--- src/rtl/hazard_match_pipe_pkg.sv ---
// Shared pipeline definitions for hazard_match_pipe and the hazard unit:
// default address sizing, Match bit positions and the per-stage enable bundle.
package hazard_match_pipe_pkg;

    localparam int DEF_ADDR_W = 4;
    localparam int DEF_PC_REG = 15;

    // Match bit positions; the hazard unit indexes Match with these same names.
    localparam int MATCH_RA1_P1M = 7;
    localparam int MATCH_RA2_P1M = 6;
    localparam int MATCH_RA1_P1W = 5;
    localparam int MATCH_RA2_P1W = 4;
    localparam int MATCH_RA1_P2M = 3;
    localparam int MATCH_RA2_P2M = 2;
    localparam int MATCH_RA2_P2W = 1;
    localparam int MATCH_RA1_P2W = 0;

    typedef struct packed {
        logic reg_write1;
        logic reg_write2;
        logic mem_to_reg;
    } stage_en_t;

    localparam int STAGE_EN_W = $bits(stage_en_t);

endpackage

--- src/rtl/hazard_pipe_reg.sv ---
// Width-parameterised pipeline stage register with async active-low clear
// and a synchronous bubble that loads all zeros.
module hazard_pipe_reg #(
    parameter int W = 8
) (
    input  logic         clk,
    input  logic         reset,
    input  logic         bubble,
    input  logic [W-1:0] d,
    output logic [W-1:0] q
);

    always_ff @(posedge clk or negedge reset) begin
        if (!reset) begin
            q <= '0;
        end else if (bubble) begin
            q <= '0;
        end else begin
            q <= d;
        end
    end

endmodule

--- src/rtl/hazard_match_pipe.sv ---
// Carries source/destination addresses and write enables through E, M and W
// and produces the register-dependency Match vector for the hazard unit.
module hazard_match_pipe
    import hazard_match_pipe_pkg::*;
#(
    parameter int ADDR_W = DEF_ADDR_W,
    parameter int PC_REG = DEF_PC_REG
) (
    input  logic              clk,
    input  logic              reset,
    input  logic [ADDR_W-1:0] RA1D,
    input  logic [ADDR_W-1:0] RA2D,
    input  logic              UseRA1D,
    input  logic              UseRA2D,
    input  logic [ADDR_W-1:0] WA3D1,
    input  logic [ADDR_W-1:0] WA3D2,
    input  logic              RegWrite1D,
    input  logic              RegWrite2D,
    input  logic              MemtoRegD,
    input  logic              CondExE,
    input  logic              FlushE,
    output logic [7:0]        Match,
    output logic              LME,
    output logic              RegWrite1M,
    output logic              RegWrite2M,
    output logic              RegWrite1W,
    output logic              RegWrite2W
);

    localparam logic [ADDR_W-1:0] PC_ADDR = ADDR_W'(PC_REG);
    localparam int E_W = 3 + STAGE_EN_W + 4 * ADDR_W;
    localparam int M_W = STAGE_EN_W + 2 * ADDR_W;
    localparam int W_W = 2 + 2 * ADDR_W;

    logic [E_W-1:0]    e_d, e_q;
    logic [M_W-1:0]    m_d, m_q;
    logic [W_W-1:0]    w_d, w_q;

    stage_en_t         en_d, en_e, en_m_d, en_m;
    logic              valid_e, use_ra1_e, use_ra2_e, live_e;
    logic [ADDR_W-1:0] ra1_e, ra2_e, wa1_e, wa2_e;
    logic [ADDR_W-1:0] wa1_m, wa2_m, wa1_w, wa2_w;
    logic              rw1_w, rw2_w;

    // E stage: FlushE zeroes the whole word, so a bubble has valid and every enable low.
    assign en_d = '{reg_write1: RegWrite1D, reg_write2: RegWrite2D, mem_to_reg: MemtoRegD};
    assign e_d  = {1'b1, UseRA1D, UseRA2D, en_d, RA1D, RA2D, WA3D1, WA3D2};

    hazard_pipe_reg #(.W(E_W)) u_reg_e (
        .clk    (clk),
        .reset  (reset),
        .bubble (FlushE),
        .d      (e_d),
        .q      (e_q)
    );

    assign {valid_e, use_ra1_e, use_ra2_e, en_e, ra1_e, ra2_e, wa1_e, wa2_e} = e_q;

    // Enables only survive into M if the instruction is real and its condition passed.
    assign live_e = CondExE & valid_e;

    always_comb begin
        en_m_d            = '0;
        en_m_d.reg_write1 = en_e.reg_write1 & live_e;
        en_m_d.reg_write2 = en_e.reg_write2 & live_e;
        en_m_d.mem_to_reg = en_e.mem_to_reg & live_e;
    end

    assign m_d = {en_m_d, wa1_e, wa2_e};

    hazard_pipe_reg #(.W(M_W)) u_reg_m (
        .clk    (clk),
        .reset  (reset),
        .bubble (1'b0),
        .d      (m_d),
        .q      (m_q)
    );

    assign {en_m, wa1_m, wa2_m} = m_q;

    assign w_d = {en_m.reg_write1, en_m.reg_write2, wa1_m, wa2_m};

    hazard_pipe_reg #(.W(W_W)) u_reg_w (
        .clk    (clk),
        .reset  (reset),
        .bubble (1'b0),
        .d      (w_d),
        .q      (w_q)
    );

    assign {rw1_w, rw2_w, wa1_w, wa2_w} = w_q;

    function automatic logic src_hit(
        input logic              use_src,
        input logic [ADDR_W-1:0] ra,
        input logic [ADDR_W-1:0] wa,
        input logic              we
    );
        return valid_e & use_src & we & (ra == wa) & (ra != PC_ADDR);
    endfunction

    always_comb begin
        Match                = '0;
        Match[MATCH_RA1_P1M] = src_hit(use_ra1_e, ra1_e, wa1_m, en_m.reg_write1);
        Match[MATCH_RA2_P1M] = src_hit(use_ra2_e, ra2_e, wa1_m, en_m.reg_write1);
        Match[MATCH_RA1_P1W] = src_hit(use_ra1_e, ra1_e, wa1_w, rw1_w);
        Match[MATCH_RA2_P1W] = src_hit(use_ra2_e, ra2_e, wa1_w, rw1_w);
        Match[MATCH_RA1_P2M] = src_hit(use_ra1_e, ra1_e, wa2_m, en_m.reg_write2);
        Match[MATCH_RA2_P2M] = src_hit(use_ra2_e, ra2_e, wa2_m, en_m.reg_write2);
        Match[MATCH_RA2_P2W] = src_hit(use_ra2_e, ra2_e, wa2_w, rw2_w);
        Match[MATCH_RA1_P2W] = src_hit(use_ra1_e, ra1_e, wa2_w, rw2_w);
    end

    assign LME        = en_m.mem_to_reg & en_m.reg_write1;
    assign RegWrite1M = en_m.reg_write1;
    assign RegWrite2M = en_m.reg_write2;
    assign RegWrite1W = rw1_w;
    assign RegWrite2W = rw2_w;

endmodule
--- config.mk ---
export PLATFORM = sky130hd
export DESIGN_NAME = hazard_match_pipe
export DESIGN_NICKNAME = d
export VERILOG_FILES = /design/src/rtl/hazard_match_pipe_pkg.sv /design/src/rtl/hazard_pipe_reg.sv /design/src/rtl/hazard_match_pipe.sv
export SDC_FILE = /design/constraint.sdc
export NUM_CORES = 1
export LEC_CHECK = 0
export CAP_MARGIN = 20
export CORE_ASPECT_RATIO = 1.75
export CORE_MARGIN = 1
export CORE_UTILIZATION = 50
export DETAILED_ROUTE_END_ITERATION = 8
export PLACE_DENSITY = 0.77
export SYNTH_ARGS = -nofsm -noshare
export SYNTH_HDL_FRONTEND = slang
export SYNTH_HIERARCHICAL = 1
export SYNTH_SLANG_ARGS = --single-unit
--- constraint.sdc ---
create_clock -name clk -period 4.4 [get_ports clk]
set_clock_uncertainty 0.15 [all_clocks]
set_input_delay 1.32 -clock clk [delete_from_list [all_inputs] [get_ports clk]]
set_output_delay 1.32 -clock clk [all_outputs]
set_load 0.1 [all_outputs]
==> results of run 1 <==
worst min path at each step:
stage                         to
floorplan           u_reg_m/q[0]
global placement    u_reg_m/q[1]
detailed placement  u_reg_m/q[1]
CTS                 u_reg_m/q[1]
global route        u_reg_m/q[3]
finish              u_reg_m/q[1]
registers in the layout (all words and copies together), names as in the netlist:
name	cells
u_reg_w/q	10
u_reg_e/q	22
u_reg_m/q	11
layout by cell type, fill, tap and decap left out:
cell,instances
nand4_1,7
nor4_2,3
conb_1,13
clkbuf_8,7
nor2b_1,15
nor2_1,1
nor3_2,3
xnor2_2,3
and2b_2,1
buf_2,1
and4_4,1
nand2_1,4
clkdlybuf4s50_1,27
nor2b_2,23
and3_1,3
dfrtp_1,43
xnor2_1,25
buf_4,9
nand3_1,4
xor2_1,4
nor2b_4,2
and2b_1,2
nor4_4,1
and2_1,1
clkbuf_1,1
cell type report:
| type | count | area [um^2] | area share |
|---|---|---|---|
| flip-flops and latches | 43 | 1080 | 0.433 |
| well taps | 48 | 60.1 | 0.0242 |
| clock buffers | 8 | 100 | 0.0403 |
| multi-input cells | 116 | 906 | 0.365 |
| repair buffers | 37 | 343 | 0.138 |
cells by family after synthesis:
family                 count (synthesis)
AND/OR/NAND/NOR                       71
buffers and inverters                 11
other                                  2
XOR/XNOR                              32
flip-flops                            43
metrics by stage:
step           std cells  power, W  hold slack [ns]  cell area [um^2]  worst slack (ns)
5_1_grt              252  0.000809            0.338              2480              1.03
2_1_floorplan        170  0.000487            0.287              2080            0.0612
3_5_place_dp         244  0.000518            0.304              2380              1.39
3_3_place_gp         244  0.000514            0.298              2380              1.42
4_1_cts              252  0.000785            0.321              2480              1.07
6_report             252  0.000776            0.320              2480              1.08
routing by layer:
layer / wire [um] / GRT usage / vias up
met5: 0 / 0 / -
li1: - / - / 575
met3: 99 / 0.0284 / 12
met4: 158 / 0.130 / 0
met2: 1970 / 0.340 / 37
met1: 1180 / 0.186 / 570
power groups by stage:
stage,clock network (W),logic (W),registers [W]
2_1_floorplan,0,0.0000600,0.000427
3_3_place_gp,0,0.0000787,0.000435
3_5_place_dp,0,0.0000815,0.000436
4_1_cts,0.000275,0.0000818,0.000428
5_1_grt,0.000289,0.0000896,0.000430
6_report,0.000267,0.0000810,0.000428
==> metrics.md, run 1 <==
| Metric | Value |
|---|---|
| Largest net degree at the start of global routing | `44` |
| Min Clock Period, post-route | `3.32 ns` |
| Yosys top cell area share | `0.539` |
| Fillers | `297` |
| First-pass GRT wire length | `5730 um` |
| Via density | `4.74` |
| Main flop type after synthesis | `dfrtp_1` |
| Total gr overflow | `0` |
| Compound-Gate Fraction of Synth Area | `0` |
| Main combinational cell family by area after synthesis | `simple AND/OR/NAND/NOR gates` |
| Fmax | `302 MHz` |
| Post-cts sizing count | `0` |
| Critical path capture point type | `output pin` |
| Clock Tree Root | `clkbuf_8` |
| Final setup viols | `0` |
| Yosys top cell by area | `dfrtp_1` |
| Critical path origin | `u_reg_m/q[10]` |
| Seq pwr share | `0.551` |
| Cells after Synth | `159` |
| # port buffers | `37` |
| Total vias in the final route | `1194` |
| Switching portion of total power | `0.226` |
| Num rows | `30` |
| Post-CTS Setup Repair Bufs | `0` |
| Outcome | `completed` |
| Leakage Power | `1.06 nW` |
| Core box area | `0.00387 mm^2` |
| Cts hold-fix bufs | `0` |
| Critical path buffer and inverter count | `1` |
| Initial DRC Count | `19` |
| Worst r2r path cells | `2` |
| GRT Overall Usage | `0.186` |
| Synthesized flop and latch total | `43` |
| Logic gate share of total power | `0.104` |
| Worst setup path end | `RegWrite1M` |
| Arr. time, crit path | `1.85 ns` |
| Multiplexer share of the synthesized area | `0` |
| Hold path cells | `1` |
| DP Wirelength | `2650 um` |
| Max FO, Critical Path | `5` |
| Reg2reg setup slack | `3.36 ns` |
| Final period util | `0.754` |
| Clock Power Share | `0.344` |
| Die height | `85.6 um` |
| Worst Hold Class | `flop to flop` |
| # DRC | `0` |
| Final Routed Wirelength | `3410 um` |
| Total Neg Setup Slack | `0 ns` |
| Max-cap violations | `0` |
| Setup Crit Path Kind | `flop to output pin` |
| Final Wtd Congestion | `0.825` |
| Mapped cell area | `0.00200 mm^2` |
| Worst reg2reg path endpoint | `u_reg_m/q[8]` |
| CP delay by family, top | `buffers and inverters` |
| VDD IR max | `0.281 mV` |
| Crit-path slowest cell | `clkdlybuf4s50_1` |
| Post-synth ARST share | `1.00` |
| ANT nets after route | `0` |
| Worst slew pin tran | `0.975 ns` |
| Routed len/inst | `13.5 um` |
| Most frequent cells after synthesis | `43 x dfrtp_1, 25 x xnor2_1, 23 x nor2b_2` |
| Syn. warnings | `6` |
| Clock-pin transition on the worst setup and hold timing paths | `0.08 ns` |
| Nets@finish | `228` |
| CTS tree | `done` |
| Hold Crit Start | `u_reg_e/q[1]` |
| Synth top area cells | `dfrtp_1 54%, xnor2_1 11%, nor2b_2 10%` |
| Clk buf depth | `2` |
| Synth cell types | `22` |
| IO Pins | `38` |
| First-pass DRT Iterations | `4` |
| Cell internal pwr | `0.000601 W` |
| Worst Setup Start Kind | `flop` |
| Share of cells above drive strength 1 | `0.265` |
| Worst r2r src | `u_reg_e/q[21]` |
| Full die area | `0.00426 mm^2` |
| Final Core Density | `0.643` |
| Sequential fraction of the synthesis area | `0.539` |
| Horiz. Die Dim | `49.8 um` |
| Initial antenna violation count | `0` |
| RSZ-0062 raised after global routing | `false` |
| Pwr/cell area | `312 mW/mm^2` |
| H-tree levels | `2` |
| Final hold violation count | `0` |
| Relative slew slack | `0.348` |
| Crit-path cells | `clkdlybuf4s50_1` |
| CP max stage delay | `1.16 ns` |
| Worst path depth | `1` |
| Psw | `0.000176 W` |
| CTS sink cnt | `43` |
| Simple-gate area share of the yosys netlist | `0.256` |
| Max-slew violation count | `0` |
| Avg Cell Area, Syn | `12.6 um^2` |
| Area grow syn2layout | `24.4%` |
| Post-synth EDFFs | `0` |
| Clock Latency Late Sink | `0.29 ns` |
| Post-Synth Adder-Cell Area | `0` |
| CTS Buf Count | `5` |
| Required time of the worst setup path | `2.93 ns` |
| Ant. Diodes | `0` |
| Most frequent cell after synthesis | `dfrtp_1` |
| Number of global-route vias before repair | `1278` |
| Synth Area in XOR/XNOR | `0.152` |
| Initial cell density of the core | `0.517` |
No activity file was read; power rests on OpenSTA's default activity.
==> run 2: changes to the inputs <==
CORE_UTILIZATION = 46   (was 50)
PLACE_DENSITY = 0.75   (was 0.77)
clock period = 3 ns   (was 4.4 ns; I/O delays follow)
==> run 2 against run 1 <==
Compared with the run above:
- combinational power grew 56%
- critical path type unchanged
- largest power group unchanged
- via count grew 2.6%
- die area grew 8.4%
- sequential share of layout area shrank 2.2 points
- critical path depth grew 3
==> metrics.md, run 2 (synthesized netlist as in run 1, its figures left out) <==
| Metric | Value |
|---|---|
| Outcome | `completed` |
| Area grow syn2layout | `32.9%` |
| Fmax | `358 MHz` |
| Clock-pin transition on the worst setup and hold timing paths | `0.07 ns` |
| Required time of the worst setup path | `1.95 ns` |
| Num rows | `31` |
| Crit-path slowest cell | `dfrtp_1` |
| # port buffers | `37` |
| Placed instance area | `0.00255 mm^2` |
| CTS Buf Count | `5` |
| Number of global-route vias before repair | `1364` |
| Max reg flops | `22` |
| Max-cap violations | `0` |
| Fin area | `0.00265 mm^2` |
| CTS tree | `done` |
| RSZ-0062 raised after global routing | `false` |
| DP Wirelength | `3070 um` |
| Min Clock Period, post-route | `2.79 ns` |
| Total vias in the final route | `1225` |
| Core box area | `0.00415 mm^2` |
| Worst Setup Start Kind | `flop` |
| Final hold violation count | `0` |
| Largest net degree at the start of global routing | `35` |
| Worst hold slack | `0.302 ns` |
| ANT nets after route | `0` |
| IO Pins | `38` |
| Arr. time, crit path | `1.74 ns` |
| CTS sink cnt | `43` |
| Final Wtd Congestion | `0.864` |
| Crit-path cells | `xnor2_1 > nand4_1 > nor4_4 > buf_12` |
| Logic gate share of total power | `0.110` |
| Max-slew violation count | `0` |
| Initial DRC Count | `13` |
| Clock Power Share | `0.339` |
| Final period util | `0.931` |
| # DRC | `0` |
| Psw | `0.000258 W` |
| Nets@finish | `230` |
| Commonest non-fill, non-tap cell in the layout | `dfrtp_1` |
| Routed len/inst | `14.5 um` |
| Final setup viols | `0` |
| Pwr/cell area | `430 mW/mm^2` |
| Clock Tree Root | `clkbuf_8` |
| Cts hold-fix bufs | `0` |
| Cell internal pwr | `0.000883 W` |
| Total gr overflow | `0` |
| Via density | `4.80` |
| Setup Crit Path Kind | `flop to output pin` |
| Initial cell density of the core | `0.481` |
| Clk buf depth | `2` |
| Ant. Diodes | `0` |
| VDD IR max | `0.467 mV` |
| Initial antenna violation count | `0` |
| Post-cts sizing count | `0` |
| H-tree levels | `2` |
| Clock Latency Late Sink | `0.29 ns` |
| Full die area | `0.00462 mm^2` |
| Worst Hold Class | `input port to asynchronous set/reset pin` |
| Pwr Total | `0.00114 W` |
| Fillers | `299` |
| Horiz. Die Dim | `51.8 um` |
| Most flop-heavy register | `u_reg_e/q` |
| First-pass GRT wire length | `6380 um` |
| Seq pwr share | `0.551` |
| Max FO, Critical Path | `5` |
| CP max stage delay | `0.49 ns` |
| Commonest cells after routing, fill and taps aside | `39 x dfrtp_1, 25 x xnor2_1, 23 x clkdlybuf4s50_1, 23 x nor2b_2, 15 x nor2b_1` |
| Die height | `89.2 um` |
| Share of cells above drive strength 1 | `0.316` |
| GRT Overall Usage | `0.201` |
| Leakage Power | `1.12 nW` |
| Total Neg Setup Slack | `0 ns` |
| Final Routed Wirelength | `3690 um` |
| Post-CTS Setup Repair Bufs | `0` |
| First-pass DRT Iterations | `2` |
| Switching portion of total power | `0.226` |
| Critical path capture point type | `output pin` |
| Largest regs | `u_reg_e/q: 22 flops, u_reg_m/q: 11 flops, u_reg_w/q: 10 flops` |
[run 2: layout make-up]
class,instances,area [um^2],area share
well taps,49,61.3,0.0231
multi-input cells,116,953,0.359
repair buffers,39,448,0.169
clock buffers,8,100,0.0377
flip-flops and latches,43,1090,0.411
[run 2: worst max-delay path, delay by kind of cell (launching register included)]
kind,cells,cell delay [ns]
buf+inv,1,0.21
simple gates,2,0.53
xor+xnor,1,0.22
flops,1,0.49
[run 2: stage by stage]
stage               worst slack (ns)   util  cells
global placement               0.566  0.615    247
CTS                            0.184  0.639    255
detailed placement             0.510  0.615    247
global route                  0.0955  0.639    255
finish                         0.208  0.639    255
floorplan                     0.0161      -    170
[run 2: metal layers]
layer | vias up | routed length (um) | global-route usage
met4 | 0 | 199 | 0.150
met1 | 591 | 1120 | 0.185
met3 | 16 | 94 | 0.0340
li1 | 581 | - | -
met2 | 37 | 2280 | 0.378
met5 | - | 0 | 0
[run 2: path summary, 6_finish.rpt]
path | start | endpoint | slack, ns | cells after the start
max | u_reg_e/q[13] | Match[0] | 0.21 | 4
min | reset | u_reg_m/q[8] | 0.30 | 1
max reg2reg | u_reg_e/q[21] | u_reg_m/q[8] | 1.93 | 2
min reg2reg | u_reg_e/q[5] | u_reg_m/q[5] | 0.31 | 1
max in group asynchronous | reset | u_reg_w/q[3] | 1.73 | 2
min in group clk | u_reg_e/q[5] | u_reg_m/q[5] | 0.31 | 1
[run 2: power by group through the flow]
stage,combinational (W),sequential [W],clock [W]
2_1_floorplan,0.0000922,0.000626,0
3_3_place_gp,0.000122,0.000637,0
3_5_place_dp,0.000127,0.000639,0
4_1_cts,0.000127,0.000628,0.000400
5_1_grt,0.000139,0.000631,0.000428
6_report,0.000126,0.000628,0.000387
